**config.mk**
```make
export PLATFORM = sky130hd
export DESIGN_NAME = mem_port_arbiter
export DESIGN_NICKNAME = d
export VERILOG_FILES = /design/src/rtl/mem_port_arbiter_pkg.sv /design/src/rtl/mem_port_rr_pick.sv /design/src/rtl/mem_port_arbiter.sv
export SDC_FILE = /design/constraint.sdc
export NUM_CORES = 1
export LEC_CHECK = 0
export BUFFER_PORTS_ARGS = -buffer_cell sky130_fd_sc_hd__buf_4
export CAP_MARGIN = 0
export CORE_MARGIN = 2
export CORE_UTILIZATION = 45
export DETAILED_ROUTE_END_ITERATION = 8
export PLACE_DENSITY_LB_ADDON = 0.25
export RECOVER_POWER = 25
export SLEW_MARGIN = 5
export SYNTH_ARGS = -nofsm -noshare
export SYNTH_HDL_FRONTEND = slang
export SYNTH_SLANG_ARGS = --single-unit
```
**constraint.sdc**
```tcl
create_clock -name clk -period 3.7 [get_ports clk]
set_input_delay 0.74 -clock clk [delete_from_list [all_inputs] [get_ports clk]]
set_output_delay 0.74 -clock clk [all_outputs]
set_load 0.005 [all_outputs]
```
**src/rtl/mem_port_arbiter_pkg.sv**
```systemverilog
// Shared definitions for the two-port memory arbiter: FSM state encoding,
// requester port IDs and read/write encoding.
package mem_port_arbiter_pkg;

    typedef enum logic [1:0] {
        IDLE   = 2'b00,
        ACCESS = 2'b01,
        RESP   = 2'b10
    } state_e;

    localparam logic PORT_FETCH = 1'b0;
    localparam logic PORT_LDST  = 1'b1;

    localparam logic RW_READ  = 1'b1;
    localparam logic RW_WRITE = 1'b0;

    function automatic logic [1:0] port_onehot(input logic port);
        return (port == PORT_LDST) ? 2'b10 : 2'b01;
    endfunction

endpackage

```
**src/rtl/mem_port_rr_pick.sv**
```systemverilog
// Combinational two-way round-robin chooser: a lone requester wins outright,
// under contention the port that was not served last wins.
module mem_port_rr_pick
    import mem_port_arbiter_pkg::*;
(
    input  logic [1:0] req,
    input  logic       last_served,
    output logic       winner,
    output logic       valid
);

    always_comb begin
        valid  = |req;
        winner = PORT_FETCH;
        if (req == 2'b11) begin
            winner = ~last_served;
        end else if (req[PORT_LDST]) begin
            winner = PORT_LDST;
        end
    end

endmodule

```
**src/rtl/mem_port_arbiter.sv**
```systemverilog
// Shares one memory port between the fetch sequencer (port 0) and the
// load/store FSM (port 1). Define MEMARB_TIMEOUT_EN to add the MFC timeout and err output.
module mem_port_arbiter
    import mem_port_arbiter_pkg::*;
#(
    parameter int ADDR_W = 16,
    parameter int DATA_W = 16
`ifdef MEMARB_TIMEOUT_EN
    ,
    parameter int TIMEOUT_CYC = 15
`endif
) (
    input  logic              clk,
    input  logic              rst,
    input  logic [1:0]        req,
    input  logic [1:0]        req_rw,
    input  logic [ADDR_W-1:0] req_addr0,
    input  logic [ADDR_W-1:0] req_addr1,
    input  logic [DATA_W-1:0] req_wdata0,
    input  logic [DATA_W-1:0] req_wdata1,
    output logic [1:0]        gnt,
    output logic [1:0]        done,
    output logic [DATA_W-1:0] rdata,
    output logic              mem_en,
    output logic              mem_rw,
    output logic [ADDR_W-1:0] mem_addr,
    output logic [DATA_W-1:0] mem_wdata,
    input  logic [DATA_W-1:0] mem_rdata,
    input  logic              MFC
`ifdef MEMARB_TIMEOUT_EN
    ,
    output logic              err
`endif
);

    state_e            state_q, state_d;
    logic [1:0]        gnt_q, gnt_d;
    logic              last_served_q, last_served_d;
    logic              mem_rw_q, mem_rw_d;
    logic [ADDR_W-1:0] mem_addr_q, mem_addr_d;
    logic [DATA_W-1:0] mem_wdata_q, mem_wdata_d;
    logic [DATA_W-1:0] rdata_q, rdata_d;

    logic pick_winner;
    logic pick_valid;

`ifdef MEMARB_TIMEOUT_EN
    localparam int CNT_W = $clog2(TIMEOUT_CYC + 1);
    logic [CNT_W-1:0] cnt_q, cnt_d;
    logic             err_q, err_d;
    logic             timeout_hit;

    assign timeout_hit = (cnt_q == CNT_W'(TIMEOUT_CYC - 1));
    assign err         = err_q;
`endif

    mem_port_rr_pick u_pick (
        .req         (req),
        .last_served (last_served_q),
        .winner      (pick_winner),
        .valid       (pick_valid)
    );

    assign gnt       = gnt_q;
    assign rdata     = rdata_q;
    assign mem_rw    = mem_rw_q;
    assign mem_addr  = mem_addr_q;
    assign mem_wdata = mem_wdata_q;
    assign mem_en    = (state_q == ACCESS);
    // last_served always names the current owner once a grant is made.
    assign done      = (state_q == RESP) ? port_onehot(last_served_q) : 2'b00;

    always_comb begin
        state_d       = state_q;
        gnt_d         = gnt_q;
        last_served_d = last_served_q;
        mem_rw_d      = mem_rw_q;
        mem_addr_d    = mem_addr_q;
        mem_wdata_d   = mem_wdata_q;
        rdata_d       = rdata_q;
`ifdef MEMARB_TIMEOUT_EN
        cnt_d         = cnt_q;
        err_d         = err_q;
`endif
        case (state_q)
            IDLE: begin
                if (pick_valid) begin
                    state_d       = ACCESS;
                    gnt_d         = port_onehot(pick_winner);
                    last_served_d = pick_winner;
                    mem_rw_d      = req_rw[pick_winner];
                    mem_addr_d    = (pick_winner == PORT_LDST) ? req_addr1 : req_addr0;
                    mem_wdata_d   = (pick_winner == PORT_LDST) ? req_wdata1 : req_wdata0;
`ifdef MEMARB_TIMEOUT_EN
                    cnt_d         = '0;
`endif
                end
            end
            ACCESS: begin
`ifdef MEMARB_TIMEOUT_EN
                cnt_d = cnt_q + 1'b1;
`endif
                if (MFC) begin
                    state_d = RESP;
                    if (mem_rw_q == RW_READ) begin
                        rdata_d = mem_rdata;
                    end
`ifdef MEMARB_TIMEOUT_EN
                end else if (timeout_hit) begin
                    state_d = RESP;
                    err_d   = 1'b1;
                    rdata_d = '0;
`endif
                end
            end
            RESP: begin
                // Clear the latched request so the port reads all-zero while idle.
                state_d     = IDLE;
                gnt_d       = 2'b00;
                mem_rw_d    = RW_WRITE;
                mem_addr_d  = '0;
                mem_wdata_d = '0;
`ifdef MEMARB_TIMEOUT_EN
                err_d       = 1'b0;
`endif
            end
            default: begin
                state_d = IDLE;
                gnt_d   = 2'b00;
            end
        endcase
    end

    always_ff @(posedge clk) begin
        if (rst) begin
            state_q       <= IDLE;
            gnt_q         <= 2'b00;
            last_served_q <= PORT_LDST;
            mem_rw_q      <= RW_WRITE;
            mem_addr_q    <= '0;
            mem_wdata_q   <= '0;
            rdata_q       <= '0;
`ifdef MEMARB_TIMEOUT_EN
            cnt_q         <= '0;
            err_q         <= 1'b0;
`endif
        end else begin
            state_q       <= state_d;
            gnt_q         <= gnt_d;
            last_served_q <= last_served_d;
            mem_rw_q      <= mem_rw_d;
            mem_addr_q    <= mem_addr_d;
            mem_wdata_q   <= mem_wdata_d;
            rdata_q       <= rdata_d;
`ifdef MEMARB_TIMEOUT_EN
            cnt_q         <= cnt_d;
            err_q         <= err_d;
`endif
        end
    end

endmodule

```
==> impl_metrics.env <==
export IMPL_hold_viol=0
export IMPL_fin_ws_ps=1650
export IMPL_io_pins=141
export IMPL_wire_per_inst_um=13.9
export IMPL_die_w_um=75.9
export IMPL_grt_first_pass_wirelength_mm=8.71
export IMPL_syn_avg_cell_area_um2=10.5
export IMPL_grtUsageTotal_pct=19.7
export IMPL_cts_tree="yes"
export IMPL_dp_final_hpwl_mm=4.44
export IMPL_required_ps=2960
export IMPL_clkLatencyLatePin_ps=310
export IMPL_cts_max_level=2
export IMPL_nets=439
export IMPL_setup_viol=0
export IMPL_gp_congestion=0.824
export IMPL_placed_cells=415
export IMPL_maxSlewViolCount=0
export IMPL_cp_startpoint="state_q[0]$_SDFFE_PP0P_"
export IMPL_postCtsHoldBufs=0
export IMPL_rows=26
export IMPL_arrival_ps=1310
export IMPL_timing_final_crit_share_pct=55.5
export IMPL_cts_clk_slew_worst_paths_ps=90
export IMPL_cts_buffer_depth=2
export IMPL_tightest_slew_ps=721
export IMPL_syn_inst=222
export IMPL_final_cells=423
export IMPL_grt_max_degree=30
export IMPL_finalCriticalPeriod_ps=2050
export IMPL_synth_top_cells_by_area="dfxtp_1 (46%), mux2i_1 (12%), o2bb2ai_1 (7.2%), o2bb2ai_2 (6.5%), nand2_1 (5.3%)"
export IMPL_fillers=434
export IMPL_postCtsSetupRepairBufs=0
export IMPL_syn2layout_area_growth_pct=47.0
export IMPL_pwr_density_cell_mw_per_mm2=378
export IMPL_drive_gt1_share_pct=45.6
export IMPL_final_cell_mix="buf_4 (124), dfxtp_1 (54), nand2_1 (33)"
export IMPL_hold_slack_ps=460
export IMPL_core_mm2=0.00504
export IMPL_syn_cell_area_mm2=0.00233
export IMPL_hp_class="reg2reg"
export IMPL_drc=0
export IMPL_yosys_warnings=0
export IMPL_ant_nets=0
export IMPL_outcome="finished, final reports clean"
export IMPL_antenna_cells=0
export IMPL_preCtsSetupSlack_ps=1580
export IMPL_min_delay_start="rdata[9]$_SDFFE_PP0P_"
export IMPL_worstSetupPathType="reg2out"
export IMPL_syn_nets=309
export IMPL_dieHeight_um=75.9
export IMPL_wirelength_mm=5.89
export IMPL_vdd_drop_max_uv=221
export IMPL_synth_cell_types=33
export IMPL_synth_top_cell_by_area="dfxtp_1"
export IMPL_synth_top_area_share_pct=46.5
export IMPL_grt_pass1_vias=1963
export IMPL_postLayoutCoreUtil_pct=67.8
export IMPL_initial_core_util_pct=46.1
export IMPL_ys_seq_elements=54
export IMPL_skew_ps=6.73
export IMPL_cts_resized=0
export IMPL_final_common_cell="buf_4"
export IMPL_grt_remaining_overflow=0
export IMPL_power_leakage_nw=1.49
export IMPL_worstSetupStartpointType="flip-flop"
export IMPL_timing_rr_start="state_q[0]$_SDFFE_PP0P_"
export IMPL_fmax_ghz=0.487
export IMPL_root_buffer="clkbuf_8"
export IMPL_drt_iter0_drc=59
export IMPL_synth_ff_type="dfxtp_1"
export IMPL_cts_buffers=5
export IMPL_viasPerCell=5.09
export IMPL_io_buffers=140
export IMPL_crit_fanout=13
export IMPL_rsz0062_at_grt="no"
export IMPL_final_setup_tns_ps=0
export IMPL_firstDrtPassIters=4
export IMPL_dieArea_mm2=0.00576
export IMPL_synth_edf_count=0
export IMPL_ys_async_sr_fraction_pct=0
export IMPL_yosysSeqAreaShare_pct=46.5
export IMPL_max_cap_violations=0
export IMPL_clkSinkCount=54
export IMPL_timing_slew_headroom_pct=51.9
export IMPL_via_count=2153
export IMPL_cp_end_kind="output pin"
export IMPL_antenna_found_initial=0
[registers in the layout, indices dropped and copies added, names as in the netlist]
name and cells:
mem_addr 16, mem_wdata 16, rdata 16, gnt 2, state_q 2, last_served_q 1
mem_rw 1
[synth_stat cells (4+ instances only)]
master      n
o21ai_0     5
nand4_1     4
o2bb2ai_2  10
a21oi_1    18
nand3_1     5
mux2i_1    29
buf_2       9
dfxtp_1    54
o2bb2ai_1  19
a31oi_1     4
nand2_1    33
[path summary, 6_finish.rpt]
path,endpoint,slack (ps),cells past startpoint
worst max register to register,mem_wdata[13]$_SDFFE_PP0P_,1990,4
worst min-delay path,rdata[9]$_SDFFE_PP0P_,460,2
worst max-delay path,done[1],1650,3
worst min register to register,rdata[9]$_SDFFE_PP0P_,460,2
[metrics by stage]
stage          cell area, um2  total power (W)
3_3_place_gp             3320         0.000916
3_5_place_dp             3320         0.000921
2_1_floorplan            2330         0.000786
6_report                 3420          0.00129
4_1_cts                  3430          0.00131
5_1_grt                  3420          0.00135
[worst max-delay path, stage by stage, from the launching register on]
cell and delay, ps:
dfxtp_1 550, inv_1 130, and3_1 200, buf_4 130
[logic make-up after synthesis]
family	after synthesis	synth area share, %
AO/OA/AOI/OAI	62	21.9
buffers and inverters	22	7.75
flip-flops	54	46.5
multiplexers	29	12.5
AND/OR/NAND/NOR	55	11.4
[layer usage]
metal,part of all wire (%),global-route usage [%]
met1,39,22.4
met3,11,8.07
met5,0,0
met4,0.93,5.26
met2,49,34.1
[area by class of cell]
cell class              count  area [um2]  share of cell area, %
repair buffers            143        1060                   31.1
clock inverters             2        37.5                   1.10
clock buffers               6        72.6                   2.12
multi-input cells         146        1070                   31.3
well taps                  70        87.6                   2.56
flip-flops and latches     54        1080                   31.6
inverters                   2        7.51                  0.220
[where the power goes]
group	switching (W)	internal, W
Combinational	0.000103	0.000150
Clock	0.000188	0.000202
Sequential	0.0000288	0.000621
Note: power is estimated with default switching activity, not from simulation.
